`src/rtl/mario_token_collector_if.sv`:
```
// ----------------------------------------------------------------------------
// mario_token_collector_if
// Tile write channel from the token collector to the background store.
//   wr_valid : write request, held until accepted
//   wr_ready : store accepts the write this cycle
//   wr_row   : tile row to overwrite
//   wr_col   : tile column to overwrite
//   wr_data  : tile code to write
// master = collector side, slave = background store side.
// ----------------------------------------------------------------------------
interface mario_token_collector_if;
    logic       wr_valid;
    logic       wr_ready;
    logic [3:0] wr_row;
    logic [4:0] wr_col;
    logic [7:0] wr_data;

    modport master (
        output wr_valid,
        output wr_row,
        output wr_col,
        output wr_data,
        input  wr_ready
    );

    modport slave (
        input  wr_valid,
        input  wr_row,
        input  wr_col,
        input  wr_data,
        output wr_ready
    );
endinterface

```
`src/rtl/mario_token_collector.sv`:
```
// ----------------------------------------------------------------------------
// mario_token_collector
// Once per frame tick, latches Mario's bounding box as a tile range, scans the
// range row-major one tile per cycle and requests a TKN->SKY overwrite for
// every token found. Keeps a 16-bit collected-token score.
//
// Ports:
//   vga_clock  : sole clock
//   reset      : synchronous, active-high
//   tick       : one-cycle frame start pulse (ignored while busy)
//   mario_x/y  : Mario top-left corner in pixels (signed)
//   background : current tile map, [row][col] of 8-bit tile codes
//   wr         : tile write channel (master side)
//   busy       : scan in progress (SCAN, WRITE, DONE)
//   collect    : one-cycle pulse per accepted write
//   score      : tokens collected
//
// Build option:
//   MARIO_TOKEN_SCORE_SATURATE_EN : when defined, score saturates at 16'hFFFF;
//                                   otherwise it wraps to 0.
// ----------------------------------------------------------------------------
module mario_token_collector #(
    parameter int SKY          = 1,
    parameter int TKN          = 4,
    parameter int MARIO_WIDTH  = 42,
    parameter int MARIO_HEIGHT = 40,
    parameter int BLOCK_WIDTH  = 40,
    parameter int ROWS         = 12,
    parameter int COLS         = 17
) (
    input  logic                           vga_clock,
    input  logic                           reset,
    input  logic                           tick,
    input  logic signed [31:0]             mario_x,
    input  logic signed [31:0]             mario_y,
    input  logic [ROWS-1:0][COLS-1:0][7:0] background,
    mario_token_collector_if.master        wr,
    output logic                           busy,
    output logic                           collect,
    output logic [15:0]                    score
);

    localparam int unsigned ROW_W   = 4;
    localparam int unsigned COL_W   = 5;
    localparam int unsigned POS_W   = 34;
    localparam int unsigned SCORE_W = 16;

    typedef enum logic [1:0] {
        IDLE  = 2'd0,
        SCAN  = 2'd1,
        WRITE = 2'd2,
        DONE  = 2'd3
    } state_t;

    // Pixel edge to tile index: negative edges clamp to 0, large ones to lim-1.
    function automatic logic [COL_W-1:0] tile_of(input logic signed [POS_W-1:0] px,
                                                 input int unsigned lim);
        logic [POS_W-1:0] q;
        if (px < 0) begin
            q = '0;
        end else begin
            q = $unsigned(px) / POS_W'(BLOCK_WIDTH);
        end
        if (q > POS_W'(lim - 1)) begin
            q = POS_W'(lim - 1);
        end
        return COL_W'(q);
    endfunction

    state_t             state_q, state_n;
    logic [ROW_W-1:0]   row_q, row_n;
    logic [COL_W-1:0]   col_q, col_n;
    logic [COL_W-1:0]   c0_q, c0_n;
    logic [COL_W-1:0]   c1_q, c1_n;
    logic [ROW_W-1:0]   r1_q, r1_n;
    logic [ROW_W-1:0]   wr_row_q, wr_row_n;
    logic [COL_W-1:0]   wr_col_q, wr_col_n;
    logic               wr_valid_q;
    logic [7:0]         wr_data_q;
    logic               busy_q;
    logic               collect_q, collect_n;
    logic [SCORE_W-1:0] score_q, score_n;

    // Tile range of the current position, used only when a tick is accepted.
    logic signed [POS_W-1:0] x_lo, x_hi, y_lo, y_hi;
    logic [COL_W-1:0]        rng_c0, rng_c1;
    logic [ROW_W-1:0]        rng_r0, rng_r1;

    always_comb begin
        x_lo   = POS_W'(mario_x);
        y_lo   = POS_W'(mario_y);
        x_hi   = x_lo + POS_W'(MARIO_WIDTH - 1);
        y_hi   = y_lo + POS_W'(MARIO_HEIGHT - 1);
        rng_c0 = tile_of(x_lo, COLS);
        rng_c1 = tile_of(x_hi, COLS);
        rng_r0 = ROW_W'(tile_of(y_lo, ROWS));
        rng_r1 = ROW_W'(tile_of(y_hi, ROWS));
    end

    // Iterator bookkeeping: last tile of the range and the row-major successor.
    logic             at_last;
    logic             is_token;
    logic [ROW_W-1:0] adv_row;
    logic [COL_W-1:0] adv_col;

    always_comb begin
        at_last  = (row_q == r1_q) && (col_q == c1_q);
        is_token = (background[row_q][col_q] == 8'(TKN));
        adv_row  = row_q;
        adv_col  = col_q + COL_W'(1);
        if (col_q == c1_q) begin
            adv_row = row_q + ROW_W'(1);
            adv_col = c0_q;
        end
    end

    // Score increment policy at 16'hFFFF.
    logic [SCORE_W-1:0] score_inc;

    always_comb begin
`ifdef MARIO_TOKEN_SCORE_SATURATE_EN
        score_inc = (score_q == '1) ? score_q : score_q + SCORE_W'(1);
`else
        score_inc = score_q + SCORE_W'(1);
`endif
    end

    // Next-state and next-output logic.
    always_comb begin
        state_n   = state_q;
        row_n     = row_q;
        col_n     = col_q;
        c0_n      = c0_q;
        c1_n      = c1_q;
        r1_n      = r1_q;
        wr_row_n  = wr_row_q;
        wr_col_n  = wr_col_q;
        collect_n = 1'b0;
        score_n   = score_q;

        unique case (state_q)
            IDLE: begin
                if (tick) begin
                    row_n   = rng_r0;
                    col_n   = rng_c0;
                    c0_n    = rng_c0;
                    c1_n    = rng_c1;
                    r1_n    = rng_r1;
                    state_n = SCAN;
                end
            end

            SCAN: begin
                if (is_token) begin
                    wr_row_n = row_q;
                    wr_col_n = col_q;
                    state_n  = WRITE;
                end else if (at_last) begin
                    state_n = DONE;
                end else begin
                    row_n = adv_row;
                    col_n = adv_col;
                end
            end

            WRITE: begin
                if (wr.wr_ready) begin
                    collect_n = 1'b1;
                    score_n   = score_inc;
                    if (at_last) begin
                        state_n = DONE;
                    end else begin
                        row_n   = adv_row;
                        col_n   = adv_col;
                        state_n = SCAN;
                    end
                end
            end

            DONE: begin
                state_n = IDLE;
            end

            default: begin
                state_n = IDLE;
            end
        endcase
    end

    // State and registered outputs; valid/busy are decoded from the next state
    // so they line up with the state they describe.
    always_ff @(posedge vga_clock) begin
        if (reset) begin
            state_q    <= IDLE;
            row_q      <= '0;
            col_q      <= '0;
            c0_q       <= '0;
            c1_q       <= '0;
            r1_q       <= '0;
            wr_row_q   <= '0;
            wr_col_q   <= '0;
            wr_valid_q <= 1'b0;
            wr_data_q  <= 8'(SKY);
            busy_q     <= 1'b0;
            collect_q  <= 1'b0;
            score_q    <= '0;
        end else begin
            state_q    <= state_n;
            row_q      <= row_n;
            col_q      <= col_n;
            c0_q       <= c0_n;
            c1_q       <= c1_n;
            r1_q       <= r1_n;
            wr_row_q   <= wr_row_n;
            wr_col_q   <= wr_col_n;
            wr_valid_q <= (state_n == WRITE);
            wr_data_q  <= 8'(SKY);
            busy_q     <= (state_n != IDLE);
            collect_q  <= collect_n;
            score_q    <= score_n;
        end
    end

    assign wr.wr_valid = wr_valid_q;
    assign wr.wr_row   = wr_row_q;
    assign wr.wr_col   = wr_col_q;
    assign wr.wr_data  = wr_data_q;
    assign busy        = busy_q;
    assign collect     = collect_q;
    assign score       = score_q;

endmodule

```
`src/flat_wrapper.sv`:
```
// flat-port wrapper written by rule: the top's interface ports become plain ports
module mario_token_collector_flat 
#(
    parameter int SKY          = 1,
    parameter int TKN          = 4,
    parameter int MARIO_WIDTH  = 42,
    parameter int MARIO_HEIGHT = 40,
    parameter int BLOCK_WIDTH  = 40,
    parameter int ROWS         = 12,
    parameter int COLS         = 17
)
  (vga_clock, reset, tick, mario_x, mario_y, background, busy, collect, score, wr_wr_valid, wr_wr_row, wr_wr_col, wr_wr_data, wr_wr_ready);
  mario_token_collector_if wr_i ();
  input  logic vga_clock;
  input  logic reset;
  input  logic tick;
  input  logic signed [31:0] mario_x;
  input  logic signed [31:0] mario_y;
  input  logic [ROWS-1:0][COLS-1:0][7:0] background;
  output logic busy;
  output logic collect;
  output logic [15:0] score;
  output wire logic [$bits(wr_i.wr_valid)-1:0] wr_wr_valid;
  output wire logic [$bits(wr_i.wr_row)-1:0] wr_wr_row;
  output wire logic [$bits(wr_i.wr_col)-1:0] wr_wr_col;
  output wire logic [$bits(wr_i.wr_data)-1:0] wr_wr_data;
  input wire logic [$bits(wr_i.wr_ready)-1:0] wr_wr_ready;
  assign wr_wr_valid = wr_i.wr_valid;
  assign wr_wr_row = wr_i.wr_row;
  assign wr_wr_col = wr_i.wr_col;
  assign wr_wr_data = wr_i.wr_data;
  assign wr_i.wr_ready = wr_wr_ready;
  mario_token_collector #(.SKY(SKY), .TKN(TKN), .MARIO_WIDTH(MARIO_WIDTH), .MARIO_HEIGHT(MARIO_HEIGHT), .BLOCK_WIDTH(BLOCK_WIDTH), .ROWS(ROWS), .COLS(COLS)) u_core (.vga_clock(vga_clock), .reset(reset), .tick(tick), .mario_x(mario_x), .mario_y(mario_y), .background(background), .wr(wr_i), .busy(busy), .collect(collect), .score(score));
endmodule
```
`config.mk`:
```
export PLATFORM = sky130hd
export DESIGN_NAME = mario_token_collector_flat
export DESIGN_NICKNAME = d
export VERILOG_FILES = /design/src/rtl/mario_token_collector_if.sv /design/src/rtl/mario_token_collector.sv /design/src/flat_wrapper.sv
export SDC_FILE = /design/constraint.sdc
export NUM_CORES = 1
export LEC_CHECK = 0
export ABC_AREA = 1
export CORE_AREA = 3 3 667 669
export DETAILED_ROUTE_END_ITERATION = 8
export DIE_AREA = 0 0 670 672
export GPL_ROUTABILITY_DRIVEN = 0
export PLACE_DENSITY = 0.3
export SYNTH_ARGS = -nofsm -noshare
export SYNTH_HDL_FRONTEND = slang
export SYNTH_SLANG_ARGS = --single-unit
```
`constraint.sdc`:
```
create_clock -name vga_clock -period 10.2 [get_ports vga_clock]
set_input_delay 1.53 -clock vga_clock [delete_from_list [all_inputs] [get_ports vga_clock]]
set_output_delay 1.53 -clock vga_clock [all_outputs]
set_load 0.005 [all_outputs]
```
==> results of run 1 <==
-- final cells by class --
class	count	area, um^2
Sequential cell	53	1080
Multi-Input combinational cell	4535	28200
Antenna cell	274	686
Inverter	422	1740
Clock buffer	5	125
Fill cell	51283	375000
Timing Repair Buffer	2670	24700
Clock inverter	3	26.3
Tap cell	5880	7360
-- synth_stat cells, drive strengths merged, types with 7 or more instances --
| cell type | instances |
|---|---|
| a211oi | 13 |
| a21o | 8 |
| a21oi | 336 |
| a221oi | 118 |
| a31oi | 8 |
| buf | 43 |
| clkbuf | 316 |
| clkinv | 11 |
| dfxtp | 53 |
| ha | 10 |
| inv | 411 |
| nand2 | 1504 |
| nand3 | 509 |
| nand4 | 44 |
| nor2 | 718 |
| nor3 | 74 |
| nor4 | 15 |
| o211ai | 16 |
| o21ai | 681 |
| o221ai | 140 |
| o22ai | 156 |
| o311ai | 7 |
| o31ai | 8 |
| or3 | 8 |
| or4 | 7 |
| xor2 | 77 |
-- cells by family after synthesis --
family          after synthesis  synth area share (%)
compound gates             1536                  33.4
xor+xnor                     79                  2.53
fa+ha+maj                    10                 0.452
buf+inv                     781                  11.1
flops                        53                  3.84
mux                           1                0.0362
other cells                   2                0.0271
simple gates               2901                  48.6
-- worst max-delay path, delay by kind of cell --
kind,cells,cell delay (ps)
and+or+nand+nor,102,7910
adders and majority gates,1,170
AOI/OAI and AO/OA,5,870
buffers and inverters,21,1430
-- timing repair --
item,4_1_cts,5_1_grt
cloned,0,0
resized for setup,537,834
pin swaps,254,463
setup endpoints to repair,23,23
buffers inserted,268,97
-- sequential cells by signal, indices dropped and copies added (netlist names) --
name and cells:
u_core.r1_q 4, u_core.row_q 4, u_core.wr.wr_valid 1, u_core.collect 1, u_core.wr.wr_row 4, u_core.state_q 2, u_core.score 16, u_core.c0_q 5
u_core.c1_q 5, u_core.col_q 5, u_core.busy 1, u_core.wr.wr_col 5
-- per-layer routing --
| metal | GRT usage, % | vias up |
|---|---|---|
| li1 | - | 23441 |
| met1 | 21.3 | 24327 |
| met2 | 34.0 | 1990 |
| met3 | 3.28 | 724 |
| met4 | 7.74 | 86 |
| met5 | 0 | - |
-- worst paths after layout --
| check | startpoint | endpoint | slack [ps] | cells past startpoint |
|---|---|---|---|---|
| worst max-delay path | mario_y[1] | u_core.r1_q[0]$_SDFFE_PP0P_ | -1540 | 129 |
| worst min-delay path | u_core.score[15]$_SDFFE_PP0P_ | u_core.score[15]$_SDFFE_PP0P_ | 480 | 2 |
| worst max register to register | u_core.row_q[0]$_SDFFE_PP0P_ | u_core.row_q[3]$_SDFFE_PP0P_ | 2710 | 25 |
| worst min register to register | u_core.score[15]$_SDFFE_PP0P_ | u_core.score[15]$_SDFFE_PP0P_ | 480 | 2 |
-- cell usage in the layout (no fill, tap or decap), drive strengths merged, types with 118 or more instances in the layout --
cell type and count:
clkdlybuf4s50 1663, nand2 1504, buf 988, nor2 718
o21ai 681, nand3 509, inv 417, a21oi 336
diode 274, o22ai 156, o221ai 140, a221oi 118
-- per-stage QoR --
stage | hold WS [ps] | std cells | util, % | instance area [um^2] | setup WS (ps)
CTS | 473 | 13487 | 13.6 | 59900 | -1770
global placement | 458 | 13215 | 12.8 | 56300 | -2990
floorplan | 445 | 5369 | - | 28200 | -642
detailed placement | 460 | 13215 | 12.8 | 56300 | -2920
finish | 477 | 13842 | 14.6 | 63900 | -1540
global route | 510 | 13804 | 14.5 | 63800 | -2460
==> impl_metrics.json, run 1 <==
{
  "outcome": "complete, but fails checks",
  "failed_checks": "setup timing",
  "post-route-min-period_ps": 11740,
  "wl_met2_mm": 227,
  "critPathKind": "primary input to flip-flop",
  "ys_seq_area_share_pct": 3.84,
  "die_area_um2": 450000,
  "drc": 0,
  "num_rows": 243,
  "cp.required_ps": 10430,
  "ios": 1736,
  "slowest_stage": "o21bai_1",
  "worst_skew_pair.late_latency_ps": 330,
  "area_delta_synth_final_pct": 131,
  "die_y_um": 672,
  "fmax_mhz": 85.2,
  "syn-cell-area_um2": 27700,
  "vias": 50568,
  "top_layer": "met5",
  "wl_per_cell_um": 32.1,
  "drv_slew": 0,
  "skew_ps": 18.9,
  "finalSetupTns_ps": -25660,
  "start_util_pct": 6.31,
  "avgSynthCellArea_um2": 5.16,
  "grtUsageTotal_pct": 18.6,
  "clk_path_buf_depth": 2,
  "globalRoute.totalOverflow": 0,
  "cts_made_buffers": 5,
  "startpoint_type": "primary input",
  "setup_viol_count_final": 23,
  "grt_max_degree": 110,
  "max_stage_delay_ps": 220,
  "die_x_um": 670,
  "synth_top_area_cell": "nand2_1",
  "worstPathArrival_ps": 11970,
  "drive_gt1_share_pct": 29.9,
  "hold_viol_final": 0,
  "cts.sink_count": 53,
  "yosysWarnings": 0,
  "endpoint_kind": "flip-flop",
  "drt-initial-drc-count": 3393,
  "worst-slew-pin-transition_ps": 1300,
  "cts_tree": "done",
  "hold_buffers": 0,
  "path_max_fanout": 6,
  "rsz0062_at_grt": "yes",
  "routed_via_density": 3.65,
  "slew_headroom_pct": 13.5,
  "synthFlopType": "dfxtp_1",
  "grt_pass1_wl_mm": 546,
  "dpl.hpwl_mm": 393,
  "wl_mm": 445,
  "antenna_found_initial": 411,
  "cap_violations": 0,
  "grt_pass1_vias": 48550,
  "hp-class": "flip-flop to flip-flop",
  "netlist_instances": 5363,
  "numPortBuffers": 1727,
  "crit_path_frequent_cell": "nand2_4",
  "setup_ws_ps": -1540,
  "synth_cell_type_count": 78,
  "ys_seq_elements": 53,
  "antenna_left": 0,
  "wl_met1_mm": 172,
  "yosysTopAreaCellShare_pct": 16.0,
  "async_flop_share_pct": 0,
  "clk_pin_slew_ps": 90,
  "fin_nets": 9397,
  "firstDrtPassIters": 5,
  "period_share_pct": 115,
  "cts_htree_levels": 2,
  "design.core.area_um2": 439000,
  "synth_edf_count": 0,
  "root_buffer": "clkbuf_16",
  "synth_area_leaders": "nand2_1 16%, o21ai_0 12%, nor2_1 9.6%, nand3_1 8.0%, a21oi_1 6.0%",
  "wl_met3_mm": 22.9
}
Power of run 1 is left out: the tool's default activity adds up to more than one toggle a clock period on the data nets, which glitch-free logic cannot reach.
==> run 2, diff against run 1 <==
--- a/config.mk
+++ b/config.mk
@@ -11,6 +11,7 @@
 export DIE_AREA = 0 0 670 672
 export GPL_ROUTABILITY_DRIVEN = 0
 export PLACE_DENSITY = 0.3
+export REMOVE_ABC_BUFFERS = 1
 export SYNTH_ARGS = -nofsm -noshare
 export SYNTH_HDL_FRONTEND = slang
 export SYNTH_SLANG_ARGS = --single-unit
==> impl_metrics.json, run 2 (synthesized netlist as in run 1, its figures left out) <==
{
  "ios": 1736,
  "path_max_fanout": 6,
  "worstPathArrival_ps": 11920,
  "failed_checks": "setup timing",
  "cp.required_ps": 10450,
  "critPathKind": "primary input to flip-flop",
  "firstDrtPassIters": 5,
  "design.core.area_um2": 439000,
  "outcome": "complete, but fails checks",
  "startpoint_type": "primary input",
  "start_util_pct": 6.31,
  "num_rows": 243,
  "die_y_um": 672,
  "worstHoldPathCells": 2,
  "period_share_pct": 114,
  "die_x_um": 670,
  "hold_viol_final": 0,
  "setup_ws_ps": -1470,
  "wl_per_cell_um": 31.0,
  "cts.sink_count": 53,
  "drc": 0,
  "drive_gt1_share_pct": 27.9,
  "slowest_stage": "or2b_4",
  "globalRoute.totalOverflow": 0,
  "max_stage_delay_ps": 300,
  "wl_mm": 421,
  "grt_pass1_vias": 47443,
  "grt_pass1_wl_mm": 521,
  "fmax_mhz": 85.7,
  "design_area_um2": 62000,
  "crit_path_frequent_cell": "nand2_4",
  "reg2reg_slack_ps": 1500,
  "grtUsageTotal_pct": 17.6,
  "fin_nets": 9258,
  "cts_made_buffers": 5,
  "routed_via_density": 3.67,
  "cts_htree_levels": 2,
  "skew_ps": 14.5,
  "post-route-min-period_ps": 11670,
  "dpl.hpwl_mm": 373,
  "worst_skew_pair.late_latency_ps": 330,
  "area_delta_synth_final_pct": 124,
  "min_to": "u_core.c0_q[2]$_SDFFE_PP0P_",
  "final_common_cell": "clkdlybuf4s50_1",
  "setup_viol_count_final": 23,
  "rsz0062_at_grt": "yes",
  "worstReg2RegEnd": "u_core.row_q[3]$_SDFFE_PP0P_",
  "die_area_um2": 450000,
  "antenna_found_initial": 404,
  "clk_pin_slew_ps": 80,
  "antenna_left": 0,
  "drt-initial-drc-count": 3875,
  "vias": 49853,
  "hp-class": "flip-flop to flip-flop",
  "endpoint_kind": "flip-flop",
  "placed_area_um2": 55400,
  "grt_max_degree": 153,
  "clk_path_buf_depth": 2,
  "hold_buffers": 0,
  "cap_violations": 0,
  "numPortBuffers": 1727,
  "worst-slew-pin-transition_ps": 1390,
  "final_cell_mix": "1662 x clkdlybuf4s50_1, 812 x nand2_1, 740 x buf_4",
  "drv_slew": 0,
  "slew_headroom_pct": 5.79,
  "r2r_cells": 23,
  "largest_register_ffs": 16,
  "root_buffer": "clkbuf_16",
  "cts_tree": "done",
  "worstHoldStart": "u_core.c0_q[2]$_SDFFE_PP0P_",
  "reg2reg_from": "u_core.row_q[0]$_SDFFE_PP0P_"
}
run 2: cell types whose count changed in the layout (fill, tap and decap cells not counted), sizes merged, moves of 2 or more:
cell           delta
buf             -142
diode           -117
clkbuf            +4
clkdlybuf4s15     +3
clkinvlp          -2
dlygate4sd2       -2
run 2: critical path: cells and delay by family:
kind                   cells  cell delay (ps)
and+or+nand+nor           93             7710
AOI/OAI and AO/OA          4              610
buffers and inverters     20             2030
run 2: worst max path at each step:
stage / from / to / cells after the start
finish: mario_x[15] / u_core.c1_q[0]$_SDFFE_PP0P_ / 117
global route: mario_x[31] / u_core.col_q[3]$_SDFFE_PP0P_ / 125
CTS: mario_x[13] / u_core.c1_q[3]$_SDFFE_PP0P_ / 128
floorplan: u_core.row_q[0]$_SDFFE_PP0P_ / u_core.row_q[0]$_SDFFE_PP0P_ / 22
global placement: mario_y[1] / u_core.r1_q[0]$_SDFFE_PP0P_ / 118
detailed placement: mario_y[1] / u_core.r1_q[0]$_SDFFE_PP0P_ / 118
run 2: layout make-up:
cell class	instances	area (um^2)
Fill cell	51387	377000
Multi-Input combinational cell	4535	27700
Timing Repair Buffer	2531	23600
Tap cell	5880	7360
Inverter	422	1710
Sequential cell	53	1080
Antenna cell	157	393
Clock buffer	6	129
Clock inverter	2	38.8
run 2: through the flow:
stage                     hold WS (ps)  instances  worst slack (ps)  utilization (%)  TNS (ps)
after floorplan                    439       5010            -28950                -   -628610
after global placement             456      13174             -2970             12.6    -58880
after detailed placement           462      13174             -3070             12.6    -56910
after CTS                          476      13336             -1690             13.3    -30900
after global routing               500      13516             -2380             14.1    -47670
final                              478      13586             -1470             14.1    -26670
run 2: routing by layer:
metal	global-route usage [%]	up-vias	share of wire, %	routed length (um)
met4	6.13	98	3.7	15600
met2	29.7	2110	48	201000
met3	4.95	624	7.5	31400
met5	0	-	0.16	685
li1	-	23073	-	-
met1	21.4	23948	41	173000
run 2: timing repair:
item | in CTS | in global routing
endpoints found under the hold margin | 0 | 0
pin swaps | 254 | 483
setup buffers | 155 | 99
gates resized for setup | 619 | 747
endpoints found under the setup margin | 23 | 23
Power of run 2 is left out for the same reason.
